$ cat src/rtl/serial_add_ctrl.sv
// rtl/serial_add_ctrl.sv - bit-serial WIDTH-bit adder built from two half_adder cells
// Optional subtract mode (sub port, a - b) is enabled by defining SERIAL_ADD_SUB_EN.

module half_adder (
  input  logic a,
  input  logic b,
  output logic carry,
  output logic sum
);
  assign carry = a & b;
  assign sum   = a ^ b;
endmodule

module serial_add_ctrl #(
  parameter int WIDTH = 8
) (
  input  logic             clk,
  input  logic             rst,
  input  logic             start,
  input  logic [WIDTH-1:0] a,
  input  logic [WIDTH-1:0] b,
`ifdef SERIAL_ADD_SUB_EN
  input  logic             sub,
`endif
  output logic             ready,
  output logic             busy,
  output logic             done,
  output logic [WIDTH-1:0] sum,
  output logic             cout
);
  localparam int CW = (WIDTH > 1) ? $clog2(WIDTH) : 1;
  localparam logic [CW-1:0] LAST = CW'(WIDTH - 1);

  typedef enum logic [1:0] {IDLE, RUN, DONE} state_t;

  state_t           state;
  logic [WIDTH-1:0] op_a;
  logic [WIDTH-1:0] op_b;
  logic [WIDTH-1:0] op_a_next;
  logic [CW-1:0]    cnt;
  logic             carry;
  logic             c1, c2, s1, s2;
  logic [WIDTH-1:0] load_b;
  logic             carry_init;

`ifdef SERIAL_ADD_SUB_EN
  assign load_b     = sub ? ~b : b;
  assign carry_init = sub;
`else
  assign load_b     = b;
  assign carry_init = 1'b0;
`endif

  half_adder ha0 (.a(op_a[0]), .b(op_b[0]), .carry(c1), .sum(s1));
  half_adder ha1 (.a(s1),      .b(carry),   .carry(c2), .sum(s2));

  // op_a doubles as the result register: each sum bit enters at the MSB as
  // the consumed operand bit leaves at the LSB, so after WIDTH shifts it holds the result.
  generate
    if (WIDTH == 1) begin : g_narrow
      assign op_a_next = s2;
    end else begin : g_wide
      assign op_a_next = {s2, op_a[WIDTH-1:1]};
    end
  endgenerate

  always_ff @(posedge clk) begin
    if (rst) begin
      state <= IDLE;
      ready <= 1'b1;
      busy  <= 1'b0;
      done  <= 1'b0;
      sum   <= '0;
      cout  <= 1'b0;
      carry <= 1'b0;
      cnt   <= '0;
      op_a  <= '0;
      op_b  <= '0;
    end else begin
      case (state)
        IDLE: begin
          if (start) begin
            op_a  <= a;
            op_b  <= load_b;
            carry <= carry_init;
            cnt   <= '0;
            state <= RUN;
            ready <= 1'b0;
            busy  <= 1'b1;
          end
        end
        RUN: begin
          op_a  <= op_a_next;
          op_b  <= op_b >> 1;
          carry <= c1 | c2;
          cnt   <= cnt + 1'b1;
          if (cnt == LAST) begin
            sum   <= op_a_next;
            cout  <= c1 | c2;
            state <= DONE;
            busy  <= 1'b0;
            done  <= 1'b1;
          end
        end
        DONE: begin
          state <= IDLE;
          done  <= 1'b0;
          ready <= 1'b1;
        end
        default: begin
          state <= IDLE;
          ready <= 1'b1;
          busy  <= 1'b0;
          done  <= 1'b0;
        end
      endcase
    end
  end
endmodule

$ cat config.mk
export PLATFORM = sky130hd
export DESIGN_NAME = serial_add_ctrl
export DESIGN_NICKNAME = d
export VERILOG_FILES = /design/src/rtl/serial_add_ctrl.sv
export SDC_FILE = /design/constraint.sdc
export NUM_CORES = 1
export LEC_CHECK = 0
export BUFFER_PORTS_ARGS = -buffer_cell sky130_fd_sc_hd__clkbuf_2
export CORE_UTILIZATION = 53
export DETAILED_ROUTE_END_ITERATION = 7
export GPL_TIMING_DRIVEN = 0
export PLACE_DENSITY = 0.77
export SYNTH_ARGS = -nofsm -noshare
export SYNTH_HDL_FRONTEND = slang
export SYNTH_HIERARCHICAL = 1
export SYNTH_SLANG_ARGS = --single-unit
$ cat constraint.sdc
create_clock -name clk -period 1.5 [get_ports clk]
set_input_delay 0.3 -clock clk [delete_from_list [all_inputs] [get_ports clk]]
set_output_delay 0.3 -clock clk [all_outputs]
set_load 0.005 [all_outputs]
== After elaboration in Yosys (flattened, before gate mapping) ==
Cells that the tools add are included.

* Flip-flop bits (word level): 34
* Bits of input ports: 19
* Output and inout bits: 12

* $add $sub $neg: 1
* Equal/unequal tests: 5
* Mux-type cells: 17
* Bitwise operators: 8
* Reduce and logical (&&, ||, !) cells: 8

{| class="wikitable"
|+ Operators with widths
! cell !! number
|-
| $pmux W8 S2 || 2
|-
| $mux W8 || 2
|-
| $reduce_and A2 Y1 || 5
|-
| $pmux W1 S2 || 3
|-
| $pmux W3 S2 || 1
|-
| $mux W1 || 4
|-
| $mux W2 || 2
|-
| $ne A2 B2 Y1 const B || 2
|-
| $pmux W2 S2 || 1
|-
| $add A3 B1 Y3 const B || 1
|-
| $eq A3 B3 Y1 const B || 1
|-
| $mux W3 || 1
|-
| $not A1 Y1 || 3
|-
| $pmux W1 S3 || 1
|-
| $reduce_and A3 Y1 || 1
|-
| $and A1 B1 Y1 || 2
|-
| $eq A2 B1 Y1 const B || 1
|-
| $eq A2 B2 Y1 const B || 1
|-
| $logic_not A2 Y1 || 1
|-
| $reduce_bool A2 Y1 || 1
|-
| $xor A1 B1 Y1 || 2
|-
| $or A1 B1 Y1 || 1
|}

== Longest topological paths before layout ==
* Depth in word-level cells: 4
* Depth in mapped cells: 6
* Mapped depth without buffers: 5

== Cells and area by module ==
The synthesis kept the hierarchy.

{| class="wikitable"
|+ Modules (own cells, without submodules)
! module !! times used !! cells an instance !! area an instance (µm²) !! seq. area each (µm²)
|-
| serial_add_ctrl || 1 || 149 || 1531.5 || 680.7
|-
| half_adder || 2 || 1 || 12.5 || 0.0
|}

== Worst setup path after synthesis ==
No wires, ideal clock.

* Path type: flip-flop to flip-flop
* From: register cnt[0]
* To: register cout
* Library setup time: 119 ps
* Data arrival time: 1126 ps
* Path slack: 255 ps
* Stages on the path, launching flop included: 7
* Buffers on the path: 1
* Clock period less this slack: 1245 ps
* Cells stage by stage: dfxtp_1 -> ha_1 -> ha_1 -> and3b_1 -> buf_2 -> nor2_1 -> nor3_1

* Longest elaborated chain between the ends: 2

{| class="wikitable"
|+ Ends and longest elaborated chain
! element !! line !! RTL
|-
| from (decl) || 40 || <nowiki>logic [CW-1:0] cnt;</nowiki>
|-
| from (signal assigned) || 96 || <nowiki>cnt <= cnt + 1'b1;</nowiki>
|-
| $eq A3 B3 Y1 || 97 || <nowiki>if (cnt == LAST) begin</nowiki>
|-
| $reduce_and A2 Y1 (no line) || - ||
|-
| to (signal assigned) || 99 || <nowiki>cout <= c1 | c2;</nowiki>
|-
| to (decl) || 29 || <nowiki>output logic cout</nowiki>
|}

Every way passes these cells.
A chain may end at the register's enable or synchronous reset.

== Final worst setup path ==
* From: register cnt[0]
* To: register sum[2]

* Longest elaborated chain between the ends: 2

{| class="wikitable"
|+ Ends and longest elaborated chain
! element !! line !! RTL
|-
| $eq A3 B3 Y1 || 97 ||
|-
| $reduce_and A2 Y1 (no line) || - ||
|-
| to (signal assigned) || 98 || <nowiki>sum <= op_a_next;</nowiki>
|-
| to (decl) || 28 || <nowiki>output logic [WIDTH-1:0] sum,</nowiki>
|}

Every way passes these cells.

==> results_dict.tcl <==
set metrics [dict create \
    placeable_core_region_um2 2758 \
    synth.ff_latch_count 34 \
    run_status "finished, final reports clean" \
    via_per_inst 5.530 \
    htree_num_levels 2 \
    port_buffers 29 \
    post_synthesis_to_final_layout_area_growth_pct 15.68 \
    ir_worst_vdd_mv 0.8761 \
    cts-buffers-inserted 5 \
    cts.reportedPaths.clkPinSlew_ns 0.10 \
    first_global_vias 1186 \
    io_pins 31 \
    post-cts-setup-buffer-count 0 \
    placedInstanceArea_um2 1740 \
    drv_slew 0 \
    synth.largest_area_cell "sky130_fd_sc_hd__dfxtp_1" \
    ys_seq_area_frac 0.4373 \
    cts_root_buf "sky130_fd_sc_hd__clkbuf_4" \
    max_fclk_mhz 720.6 \
    synth_largest_type_area_fraction 0.4373 \
    starting_density 0.5644 \
    worstSetupStartpointType "flip-flop" \
    reg2reg_setup_slack_ns 0.11 \
    rsz_0062_raised_after_global_routing "no" \
    yosys.cell_count.top_type "sky130_fd_sc_hd__dfxtp_1" \
    row_count 19 \
    required_ns 1.71 \
    synth_flop_cell "sky130_fd_sc_hd__dfxtp_1" \
    grt_first_pass_wirelength_um 5195 \
    global_route.overflow_total 0 \
    clockBufferDepth 2 \
    detail_route.first_pass.iterations 3 \
    synth_area_per_cell_um2 10.31 \
    grt_antenna_before_repair 0 \
    grt.total_usage 0.2187 \
    die_area_um2 3157 \
    max_slew_margin 0.5174 \
    clk_latency_ns 0.34 \
    end_kind "flip-flop" \
    cts_tree "built" \
    asyncSetResetFlopFracSynth 0 \
    yosys_warn_count 6 \
    final_instance_area_um2 1800 \
    final_net_count 210 \
    timing_worst_setup_path_type "flip-flop to flip-flop" \
    vias 1211 \
    gp_routability_congestion 0.7694 \
    initialDrtViolationCount 46 \
    ctsHoldBuffers 0 \
    antenna_diodes 0 \
    drt-total-wl_um 3107 \
    floorplan.die.width_um 56.19 \
    post_synth_num_cell_types 26 \
    ant_nets 0 \
    worstPathMaxFanout 9 \
    synth.cells.most_frequent "sky130_fd_sc_hd__dfxtp_1, sky130_fd_sc_hd__nand2_1, sky130_fd_sc_hd__mux2i_1" \
    period_minus_slack_ns 1.388 \
    place_hpwl_um 2200 \
    synth.cell_area_um2 1556 \
    cellLeakagePower_nw 0.7534 \
    cts.sink_count 34 \
    layout-drive-gt1-share 0.4149 \
    final_hold_viols 0 \
    post-route-period-util 0.9252 \
    routedWlPerCell_um 14.19 \
    drt_drc_violations_left 0 \
    pin_count_of_the_biggest_net_entering_global_routing 11 \
    synth_enable_flop_cells 0 \
    timing.critical_path.arrival_ns 1.60 \
    synthesis.instances 151 \
    mappedNetlistNets 174 \
    cts.repair.resized 0 \
    power_density_nw_per_um2 1009 \
    class_of_the_worst_hold_path "primary input to flip-flop" \
    timing.clock.skew_ns 0.004474 \
    timing.max_cap.violations 0 \
    worst_slew_pin_slew_ns 0.7239 \
    post_synth_main_area_contributors "sky130_fd_sc_hd__dfxtp_1, sky130_fd_sc_hd__a211oi_2, sky130_fd_sc_hd__mux2i_1" \
    final_setup_violating_endpoints 0 \
    n_fill_cell 255 \
    fp.dieH_um 56.19 \
    setup_tns_ns 0 \
]
-- where the power goes --
| part | total, mW | internal (mW) | switching, mW |
|---|---|---|---|
| Combinational | 0.289 | 0.137 | 0.152 |
| Sequential | 0.991 | 0.954 | 0.0377 |
| Clock | 0.537 | 0.227 | 0.310 |
-- worst max-delay path: stages (launching register included) --
cell                      delay (ns)
sky130_fd_sc_hd__dfxtp_1        0.34
sky130_fd_sc_hd__ha_1           0.20
sky130_fd_sc_hd__ha_1           0.21
sky130_fd_sc_hd__and3b_1        0.18
sky130_fd_sc_hd__buf_2          0.18
sky130_fd_sc_hd__nand2_1        0.08
sky130_fd_sc_hd__a21oi_1        0.06
-- routing by layer --
layer	global-route usage	up-vias	wire (µm)
met5	0	-	0
met4	0.1150	0	63
met3	0.04884	8	103
met2	0.3724	23	1589
met1	0.2552	584	1350
li1	-	596	-
-- worst paths after layout --
kind                             start       to  cells past startpoint
worst max-delay path            cnt[0]   sum[2]                      6
worst min-delay path               rst  op_b[0]                      2
worst max register to register  cnt[0]   sum[2]                      6
worst min register to register  sum[4]   sum[4]                      2
-- area by class of cell --
class / instances / area (µm²) / share of cell area
sequential: 34 / 680.7 / 0.3780
tap: 31 / 38.79 / 0.02154
buffer: 13 / 91.34 / 0.05073
clock inverter: 1 / 5.005 / 0.002780
multi-input combinational: 104 / 784.5 / 0.4357
timing repair buffer: 29 / 145.1 / 0.08061
clock buffer: 7 / 55.05 / 0.03058
-- sequential cells by signal, indices dropped and copies added (netlist names) --
| register | flops |
|---|---|
| done | 1 |
| cnt | 3 |
| sum | 8 |
| carry | 1 |
| ready | 1 |
| op_a | 8 |
| busy | 1 |
| op_b | 8 |
| state | 2 |
| cout | 1 |
-- cell families after synthesis --
group	count (synthesis)	synth area share
AND/OR/NAND/NOR	49	0.1640
AO/OA/AOI/OAI	35	0.2050
flip-flops	34	0.4373
multiplexers	16	0.1029
buffers and inverters	13	0.05868
adder cells (fa/ha/maj)	4	0.03216
-- layout by cell type (no fill, tap or decap) --
cell                       count
sky130_fd_sc_hd__a21oi_1      12
sky130_fd_sc_hd__clkbuf_8      1
sky130_fd_sc_hd__clkbuf_4      5
sky130_fd_sc_hd__and2b_1       1
sky130_fd_sc_hd__buf_1         2
sky130_fd_sc_hd__a22oi_1       2
sky130_fd_sc_hd__clkinv_2      1
sky130_fd_sc_hd__a211o_1       1
sky130_fd_sc_hd__ha_1          4
sky130_fd_sc_hd__buf_4         2
sky130_fd_sc_hd__nand2_1      17
sky130_fd_sc_hd__mux2i_1      16
sky130_fd_sc_hd__a211oi_2     15
sky130_fd_sc_hd__nor2_2       15
sky130_fd_sc_hd__nand2b_1      5
sky130_fd_sc_hd__and3b_1       1
sky130_fd_sc_hd__clkbuf_1      2
sky130_fd_sc_hd__o21ba_4       1
sky130_fd_sc_hd__buf_6         4
sky130_fd_sc_hd__nor4bb_1      1
sky130_fd_sc_hd__nor2_1        6
sky130_fd_sc_hd__clkbuf_2     29
sky130_fd_sc_hd__a21o_1        1
sky130_fd_sc_hd__a211oi_1      1
sky130_fd_sc_hd__nor3_1        2
sky130_fd_sc_hd__dfxtp_1      34
sky130_fd_sc_hd__nand3b_1      1
sky130_fd_sc_hd__o21ai_0       1
sky130_fd_sc_hd__o21bai_2      1
sky130_fd_sc_hd__buf_2         4
-- through the flow --
step	cells	setup WS [ns]	util	hold WS (ns)	power (mW)
5_1_grt	219	0.003880	0.6529	0.2235	1.893
3_5_place_dp	211	0.1301	0.6311	0.4498	1.302
3_3_place_gp	211	0.1501	0.6311	0.4438	1.286
2_1_floorplan	151	0.2550	-	0.4400	1.225
4_1_cts	219	0.1032	0.6529	0.2209	1.820
6_report	219	0.1122	0.6529	0.2275	1.817
Power figures use the tool's default switching activity.
